==> config.mk <==
export PLATFORM = sky130hd
export DESIGN_NAME = commit_trace_fifo
export DESIGN_NICKNAME = d
export VERILOG_FILES = /design/src/rtl/commit_trace_pkg.sv /design/src/rtl/trace_fifo_mem.sv /design/src/rtl/commit_trace_fifo.sv
export SDC_FILE = /design/constraint.sdc
export NUM_CORES = 1
export LEC_CHECK = 0
export ABC_AREA = 1
export BUFFER_PORTS_ARGS = -buffer_cell sky130_fd_sc_hd__buf_2
export CORE_ASPECT_RATIO = 1.5
export CORE_UTILIZATION = 50
export DETAILED_ROUTE_END_ITERATION = 8
export PLACE_DENSITY = 0.68
export SYNTH_ARGS = -nofsm -noshare
export SYNTH_HDL_FRONTEND = slang
export SYNTH_HIERARCHICAL = 1
export SYNTH_SLANG_ARGS = --single-unit
==> constraint.sdc <==
create_clock -name clk -period 16.6 [get_ports clk]
set_input_delay 0.83 -clock clk [delete_from_list [all_inputs] [get_ports clk]]
set_output_delay 0.83 -clock clk [all_outputs]
set_load 0.01 [all_outputs]
==> src/rtl/commit_trace_pkg.sv <==
`default_nettype none
// ============================================================================
// commit_trace_pkg : record layout, flag positions and state encodings shared
//                    by the commit trace recorder.
// Revision: 1.0
// ============================================================================
package commit_trace_pkg;

  localparam int FLAG_REGWRITE = 0;
  localparam int FLAG_MEMREAD  = 1;
  localparam int FLAG_MEMWRITE = 2;
  localparam int FLAG_HALT     = 3;

  localparam int REC_W = 87;

  typedef enum logic [1:0] {
    ST_RUN    = 2'b00,
    ST_HALTED = 2'b01,
    ST_DONE   = 2'b10
  } state_e;

  typedef struct packed {
    logic [15:0] inum;
    logic [15:0] pc;
    logic [15:0] wdata;
    logic [15:0] maddr;
    logic [15:0] mdata;
    logic [2:0]  wreg;
    logic [3:0]  flags;
  } trace_rec_t;

  function automatic logic [3:0] pack_flags(input logic halt, input logic memwrite,
                                            input logic memread, input logic regwrite);
    logic [3:0] f;
    f                = '0;
    f[FLAG_HALT]     = halt;
    f[FLAG_MEMWRITE] = memwrite;
    f[FLAG_MEMREAD]  = memread;
    f[FLAG_REGWRITE] = regwrite;
    return f;
  endfunction

endpackage
`default_nettype wire

==> src/rtl/trace_fifo_mem.sv <==
`default_nettype none
// ============================================================================
// trace_fifo_mem : DEPTH x WIDTH register array, one write port and an
//                  asynchronous read port. No control logic.
// Revision: 1.0
// ============================================================================
module trace_fifo_mem
  import commit_trace_pkg::*;
#(
  parameter int DEPTH = 8,
  parameter int PTR_W = 3,
  parameter int WIDTH = REC_W
) (
  input  logic             clk,
  input  logic             we,
  input  logic [PTR_W-1:0] waddr,
  input  logic [WIDTH-1:0] wdata,
  input  logic [PTR_W-1:0] raddr,
  output logic [WIDTH-1:0] rdata
);

  logic [WIDTH-1:0] mem_q [DEPTH];

  always_ff @(posedge clk) begin
    if (we) begin
      mem_q[waddr] <= wdata;
    end
  end

  assign rdata = mem_q[raddr];

endmodule
`default_nettype wire

==> src/rtl/commit_trace_fifo.sv <==
`default_nettype none
// ============================================================================
// commit_trace_fifo : records one stamped trace record per retired instruction,
//                     buffers it and drains it over valid/ready; done after halt.
// Revision: 1.0
// ============================================================================
module commit_trace_fifo
  import commit_trace_pkg::*;
#(
  parameter int DEPTH = 8,
  parameter int PTR_W = 3
) (
  input  logic        clk,
  input  logic        rst,
  input  logic        commit_valid,
  input  logic [15:0] c_pc,
  input  logic        c_regwrite,
  input  logic [2:0]  c_wreg,
  input  logic [15:0] c_wdata,
  input  logic        c_memread,
  input  logic        c_memwrite,
  input  logic [15:0] c_maddr,
  input  logic [15:0] c_mdata,
  input  logic        c_halt,
  output logic        rec_valid,
  input  logic        rec_ready,
  output logic [15:0] rec_inum,
  output logic [15:0] rec_pc,
  output logic [15:0] rec_wdata,
  output logic [15:0] rec_maddr,
  output logic [15:0] rec_mdata,
  output logic [2:0]  rec_wreg,
  output logic [3:0]  rec_flags,
  output logic        almost_full,
  output logic        overflow,
  output logic [7:0]  drop_cnt,
  output logic [31:0] cycle_cnt,
  output logic        done
);

  localparam logic [PTR_W:0]   FULL_LEVEL = (PTR_W+1)'(DEPTH);
  localparam logic [PTR_W:0]   AF_LEVEL   = (PTR_W+1)'(DEPTH - 1);
  localparam logic [PTR_W:0]   CNT_ONE    = (PTR_W+1)'(1);
  localparam logic [PTR_W-1:0] PTR_ONE    = PTR_W'(1);

  state_e            state_q, state_d;
  logic [PTR_W-1:0]  wr_ptr_q, wr_ptr_d, rd_ptr_q, rd_ptr_d;
  logic [PTR_W:0]    count_q, count_d;
  logic [15:0]       inum_q, inum_d;
  logic [7:0]        drop_cnt_q, drop_cnt_d;
  logic              overflow_q, overflow_d;
  logic [31:0]       cycle_cnt_q, cycle_cnt_d;
  logic              done_q, done_d;

  logic              full, pop, push, drop, commit_run;
  trace_rec_t        new_rec, head_rec;
  logic [REC_W-1:0]  head_bits;

  assign full       = (count_q == FULL_LEVEL);
  assign rec_valid  = (count_q != '0);
  assign pop        = rec_valid & rec_ready;
  assign commit_run = commit_valid & (state_q == ST_RUN);
  // A full FIFO still takes a commit when the head leaves in the same cycle.
  assign push       = commit_run & (~full | pop);
  assign drop       = commit_run & ~push;

  always_comb begin
    new_rec       = '0;
    new_rec.inum  = inum_q;
    new_rec.pc    = c_pc;
    new_rec.wdata = c_wdata;
    new_rec.maddr = c_maddr;
    new_rec.mdata = c_mdata;
    new_rec.wreg  = c_wreg;
    new_rec.flags = pack_flags(c_halt, c_memwrite, c_memread, c_regwrite);
  end

  trace_fifo_mem #(
    .DEPTH (DEPTH),
    .PTR_W (PTR_W),
    .WIDTH (REC_W)
  ) u_mem (
    .clk   (clk),
    .we    (push),
    .waddr (wr_ptr_q),
    .wdata (new_rec),
    .raddr (rd_ptr_q),
    .rdata (head_bits)
  );

  assign head_rec = trace_rec_t'(head_bits);

  always_comb begin
    wr_ptr_d    = push ? wr_ptr_q + PTR_ONE : wr_ptr_q;
    rd_ptr_d    = pop  ? rd_ptr_q + PTR_ONE : rd_ptr_q;
    count_d     = count_q;
    if (push && !pop) count_d = count_q + CNT_ONE;
    if (pop && !push) count_d = count_q - CNT_ONE;
    inum_d      = commit_run ? inum_q + 16'd1 : inum_q;
    overflow_d  = overflow_q | drop;
    drop_cnt_d  = (drop && drop_cnt_q != 8'hFF) ? drop_cnt_q + 8'd1 : drop_cnt_q;
    cycle_cnt_d = cycle_cnt_q + 32'd1;

    state_d = state_q;
    case (state_q)
      ST_RUN:    if (commit_run && c_halt) state_d = ST_HALTED;
      ST_HALTED: if (count_d == '0)        state_d = ST_DONE;
      ST_DONE:   state_d = ST_DONE;
      default:   state_d = ST_RUN;
    endcase
    done_d = (state_d == ST_DONE);
  end

  always_ff @(posedge clk or negedge rst) begin
    if (!rst) begin
      state_q     <= ST_RUN;
      wr_ptr_q    <= '0;
      rd_ptr_q    <= '0;
      count_q     <= '0;
      inum_q      <= '0;
      drop_cnt_q  <= '0;
      overflow_q  <= 1'b0;
      cycle_cnt_q <= '0;
      done_q      <= 1'b0;
    end else begin
      state_q     <= state_d;
      wr_ptr_q    <= wr_ptr_d;
      rd_ptr_q    <= rd_ptr_d;
      count_q     <= count_d;
      inum_q      <= inum_d;
      drop_cnt_q  <= drop_cnt_d;
      overflow_q  <= overflow_d;
      cycle_cnt_q <= cycle_cnt_d;
      done_q      <= done_d;
    end
  end

  assign rec_inum    = head_rec.inum;
  assign rec_pc      = head_rec.pc;
  assign rec_wdata   = head_rec.wdata;
  assign rec_maddr   = head_rec.maddr;
  assign rec_mdata   = head_rec.mdata;
  assign rec_wreg    = head_rec.wreg;
  assign rec_flags   = head_rec.flags;
  assign almost_full = (count_q >= AF_LEVEL);
  assign overflow    = overflow_q;
  assign drop_cnt    = drop_cnt_q;
  assign cycle_cnt   = cycle_cnt_q;
  assign done        = done_q;

endmodule
`default_nettype wire

# Word-level counts from Yosys, hierarchy flattened
# Memories as Yosys holds them, arrays and structs flattened.
# Cells that the tools add are included.
# W data, S select, Z words.
[classes]
n_eq_ne = 5
mux = 7
n_lt_le_gt_ge = 1
add_sub_neg = 7
reduce_logical = 9
bitwise = 8
[ops]
columns = ["op", "n"]
rows = [
  ["$add A32 B1 Y32 const B", 1],
  ["$add A16 B1 Y16 const B", 1],
  ["$add A8 B1 Y8 const B", 1],
  ["$mux W4", 2],
  ["$ne A8 B8 Y1 const B", 1],
  ["$add A3 B1 Y3 const B", 2],
  ["$pmux W2 S3", 1],
  ["$add A4 B1 Y4 const B", 1],
  ["$and A1 B1 Y1", 4],
  ["$eq A2 B2 Y1 const B", 2],
  ["$eq A4 B4 Y1 const B", 1],
  ["$ge A4 B3 Y1 const B", 1],
  ["$logic_and A1 B1 Y1", 4],
  ["$logic_not A4 Y1", 1],
  ["$mux W2", 2],
  ["$reduce_bool A4 Y1", 1],
  ["$sub A4 B1 Y4 const B", 1],
  ["$eq A2 B1 Y1 const B", 1],
  ["$logic_not A1 Y1", 2],
  ["$logic_not A2 Y1", 1],
  ["$mux W1", 2],
  ["$not A1 Y1", 2],
  ["$or A1 B1 Y1", 2],
]
[word_totals]
out_inout_bits = 131
wordCells = 47
reg_bits = 70
input_bits = 75
n_memories = 1
ram_bits = 696
[mem_list]
columns = ["memory", "depth", "width", "rd", "rd_clocked_by_memory_dff", "wr", "line_no", "text"]
rows = [
  ["u_mem.mem_q", 8, 87, 1, 0, 1, "trace_fifo_mem.sv:22", "logic [WIDTH-1:0] mem_q [DEPTH];"],
]

# Logic depth before layout (Yosys ltp)
[depth]
word_depth = 11
depth_mapped = 13
ltp_nobuf = 13

# Cells and area by module
# Netlist, hierarchy kept.
[modules_own_cells]
columns = ["mod", "n_inst", "cells_each", "seq_area_each_um2", "area_each_um2"]
rows = [
  ["trace_fifo_mem", 1, 3025, 20900.0, 30382.9],
  ["commit_trace_fifo", 1, 352, 1751.7, 3539.6],
]

# Least setup slack after synthesis
# No wires, ideal clock.
[synth_timing]
kind = "input to register"
start = "input commit_valid"
end = "memory u_mem/mem_q[1][0] (netlist name) (enable)"
path_buffers = 0
path_stages = 4
setup_slack_ps = 11123
arrival_ps = 4943
t_required_ps = 16066
path_cell_list = "nand3_4 > nor2_4 > nand2_1 > nor2_1"
[synth_between]
elab_chain_cells = 4
[synth_rtl]
columns = ["element", "line_no", "text"]
rows = [
  ["start, declared", "commit_trace_fifo.sv:15", "input logic commit_valid,"],
  ["$and A1 B1 Y1", "commit_trace_fifo.sv:62", "assign commit_run = commit_valid & (state_q == ST_RUN);"],
  ["$and A1 B1 Y1", "commit_trace_fifo.sv:64", "assign push = commit_run & (~full | pop);"],
  ["named net push", "commit_trace_fifo.sv:55", "logic full, pop, push, drop, commit_run;"],
  ["$mux W1", "trace_fifo_mem.sv:25", "if (we) begin"],
  ["$mux W1 (not written as such)", "trace_fifo_mem.sv:26", "mem_q[waddr] <= wdata;"],
  ["end, declared", "trace_fifo_mem.sv:22", ""],
]
# The timed path passes the listed nets, and every way through them passes these cells.

# Worst setup path in the final report
[layout_timing]
start = "register rd_ptr_q[0]"
end = "output rec_pc[4]"
[layout_between]
elab_chain_cells = 1
[layout_rtl]
columns = ["element", "line_no", "text"]
rows = [
  ["start, declared", "commit_trace_fifo.sv:47", "logic [PTR_W-1:0] wr_ptr_q, wr_ptr_d, rd_ptr_q, rd_ptr_d;"],
  ["start signal, assigned", "commit_trace_fifo.sv:128", "rd_ptr_q <= rd_ptr_d;"],
  ["$mem_v2 Z8 W87", "n/a", ""],
  ["end, declared", "commit_trace_fifo.sv:28", "output logic [15:0] rec_pc,"],
]
# Every way passes these cells.

==> flow_summary_export.csv <==
group,metric,value,unit
sta,skew,0.0272,ns
floorplanning,core,66900,sq um
detailed_routing,first_pass_iters,5,
synth,synth_most_common_cell,"nand2_1",
sta,hold_viol,0,
synth,syn_avg_cell_area,10.0,sq um
floorplanning,std_cell_rows,116,
power_and_ir_drop,power_leakage,17.5,nW
critical_path,crit_type,"flop to output pin",
floorplanning,io_pins,206,
placed_design,port_buffers,205,
synth,yosysTopAreaCell,"edfxtp_1",
sta,clock.fmax,212,MHz
detailed_routing,drc,0,
placed_design,pre_cts_ws,12.48,ns
synth,synth_ff_type,"edfxtp_1",
synth,synth_edf_count,696,
clocking,cts_hold_buffers,0,
synth,synth_area,33900,sq um
synth,synth_warnings,6,
clocking,cts_tree,"yes",
finish,seq_area,22700,sq um
grt,grt_max_degree,227,
sta,fin_tns_setup,0,ns
synth,ys_ff_latch,766,
detailed_routing,vias,21900,
finish,num-nets-final,3628,
synth,syn_inst,3377,
critical_path,ff2ff_path_depth,9,
synth,synthArstFlopShare,9.14,%
worst_hold_path,hp-class,"input port to async pin",
grt,grt_first_pass_wirelength,114,mm
detailed_routing,drtAntennaViolNets,0,
critical_path,crit_path_start,"rd_ptr_q[0]$_DFFE_PN0P_",
sta,setup_viol,0,
synth,yosysTopAreaCellShare,61.6,%
grt,grt_pass1_vias,21247,
critical_path,cp_max_fo,168,
sta,rsz0062_at_grt,"false",
clocking,clkSinkCount,766,
outcome,outcome,"finished clean",
clocking,cts_max_level,3,
synth,synth_common_cells,"nand2_1 (1208), inv_1 (728), edfxtp_1 (696)",
clocking,clockBufferDepth,3,
detailed_routing,via_per_inst,4.88,
power_and_ir_drop,powerDensity,99.5,nW/um^2
sta,setup_ws,11.87,ns
critical_path,r2r-start,"count_q[0]$_DFF_PN0_",
grt,track_usage,21.4,%
clocking,numCtsBuffers,71,
sta,period_needed,4.73,ns
sta,tightest_slew,1.13,ns
run,cap_violations,0,
detailed_routing,drtIter0Drc,1293,
placed_design,dp_hpwl,37.8,mm
finish,drive_above_1_share,10.8,%
synth,ys_types,34,
detailed_routing,wl_per_cell,16.2,um
sta,finalMaxSlewViolations,0,
sta,relSlewSlack,24.7,%
sta,fin_crit_sh,28.5,%
power_and_ir_drop,peakVddDrop,0.0000974,V
critical_path,critPathLaunchType,"flop",
critical_path,end_kind,"output pin",
finish,multi_input_area,7770,sq um
finish,fin_area,37900,sq um
floorplanning,die_x,215,um
placed_design,placed_area,35500,sq um
synth,ys_top_cells_by_area,"edfxtp_1 (62%), nand2_1 (13%), inv_1 (8.1%)",
clocking,cts-root-buf,"clkbuf_16",
detailed_routing,drt-total-wl,72.9,mm
floorplanning,initial_utilization,50.7,%
floorplanning,die_area,68900,sq um
synth,ys_seq_area_share,66.8,%
synth,syn-num-nets,3459,
clocking,path_clk_slew,0.06,ns
clocking,clock_latency,0.62,ns
placed_design,globalplace.congestion,0.792,
clocking,post_cts_buffers,0,
grt,grt_remaining_overflow,0,
finish,area_growth,11.7,%
critical_path,r2r_setup_slack,12.95,ns
critical_path,required,15.77,ns
critical_path,crit_arrival,3.90,ns
floorplanning,die_h,321,um
finish,fillCellCount,5568,
grt,antenna_found_initial,11,
clocking,ctsResizeCount,0,
critical_path,reg2reg_to,"u_mem/mem_q[6][60]$_DFFE_PP_",
kinds of logic after synthesis:
kind of cell             count (synthesis)  share of synthesized area (%)
AND/OR/NAND/NOR                       1670                           20.8
adder cells (fa/ha/maj)                  7                          0.258
AO/OA/AOI/OAI                            6                         0.0885
XOR/XNOR                                57                           1.52
buffers and inverters                  868                           10.5
multiplexers                             3                         0.0996
flip-flops                             766                           66.8
cell usage in the layout, fill, tap and decap left out, drive strengths merged:
cell type | netlist | layout
nand2 | 1214 | 1214
inv | 734 | 735
edfxtp | 696 | 696
nand3 | 377 | 377
buf | 122 | 230
clkbuf | 12 | 93
dfrtp | 70 | 70
nor2 | 50 | 50
xor2 | 36 | 36
xnor2 | 21 | 21
clkinv | 0 | 19
nor3 | 13 | 13
nand4 | 9 | 9
bufinv | 0 | 8
ha | 7 | 7
a21oi | 5 | 5
diode | 0 | 4
nor4 | 4 | 4
clkinvlp | 0 | 4
mux2 | 3 | 3
or2 | 2 | 2
o21ai | 1 | 1
nor4b | 1 | 1
stage by stage:
stage               std cells  total power [W]  utilization, %  hold slack, ns
global placement         4358          0.00216            53.1           0.458
CTS                      4483          0.00380            56.6           0.365
finish                   4487          0.00377            56.6           0.351
floorplan                3377          0.00214               -           0.441
detailed placement       4358          0.00217            53.1           0.458
global route             4487          0.00388            56.6           0.440
worst max-delay path: stages, from the launching register on:
cell and delay (ns):
dfrtp_4 0.96, clkinv_8 0.76, buf_4 0.72, nand2_1 0.17, nand3_1 0.09, nand2_1 0.10, nand2_1 0.06, nand2_1 0.18
buf_2 0.16
layer usage:
metal  track usage, %  share of wire (%)  vias to the layer above
li1                 -                  -                    10834
met1             26.0                 41                    10432
met2             38.0                 51                      489
met3             3.49                5.2                      133
met4             8.06                2.5                       12
met5                0              0.081                        -
power breakdown:
group          internal (W)  total [W]  switching [W]
logic            0.00000650  0.0000273      0.0000208
clock network      0.000960    0.00165       0.000686
registers           0.00210    0.00210              0
total               0.00306    0.00377       0.000706
sequential cells by signal, indices dropped and copies added, names as in the netlist:
| signal | cells |
|---|---|
| wr_ptr_q | 3 |
| cycle_cnt | 32 |
| rd_ptr_q | 3 |
| inum_q | 16 |
| overflow | 1 |
| u_mem/mem_q | 696 |
| state_q | 2 |
| count_q | 4 |
| done | 1 |
| drop_cnt | 8 |
worst max path at each step:
stage | endpoint | slack (ns) | cells past startpoint
4_1_cts | rec_mdata[14] | 11.80 | 7
3_5_place_dp | rec_mdata[14] | 12.48 | 7
2_1_floorplan | u_mem/mem_q[1][0]$_DFFE_PP_ | 11.12 | 4
5_1_grt | rec_pc[0] | 11.48 | 8
6_report | rec_pc[4] | 11.87 | 8
3_3_place_gp | rec_mdata[14] | 12.44 | 7
layout make-up:
class / count / share of cell area (%)
Multi-Input combinational cell: 1743 / 20.5
Inverter: 734 / 7.32
Clock inverter: 32 / 0.981
Timing Repair Buffer: 230 / 3.24
Sequential cell: 766 / 59.8
Antenna cell: 4 / 0.0264
Clock buffer: 93 / 5.18
Tap cell: 885 / 2.92
Power figures use the tool's default switching activity.
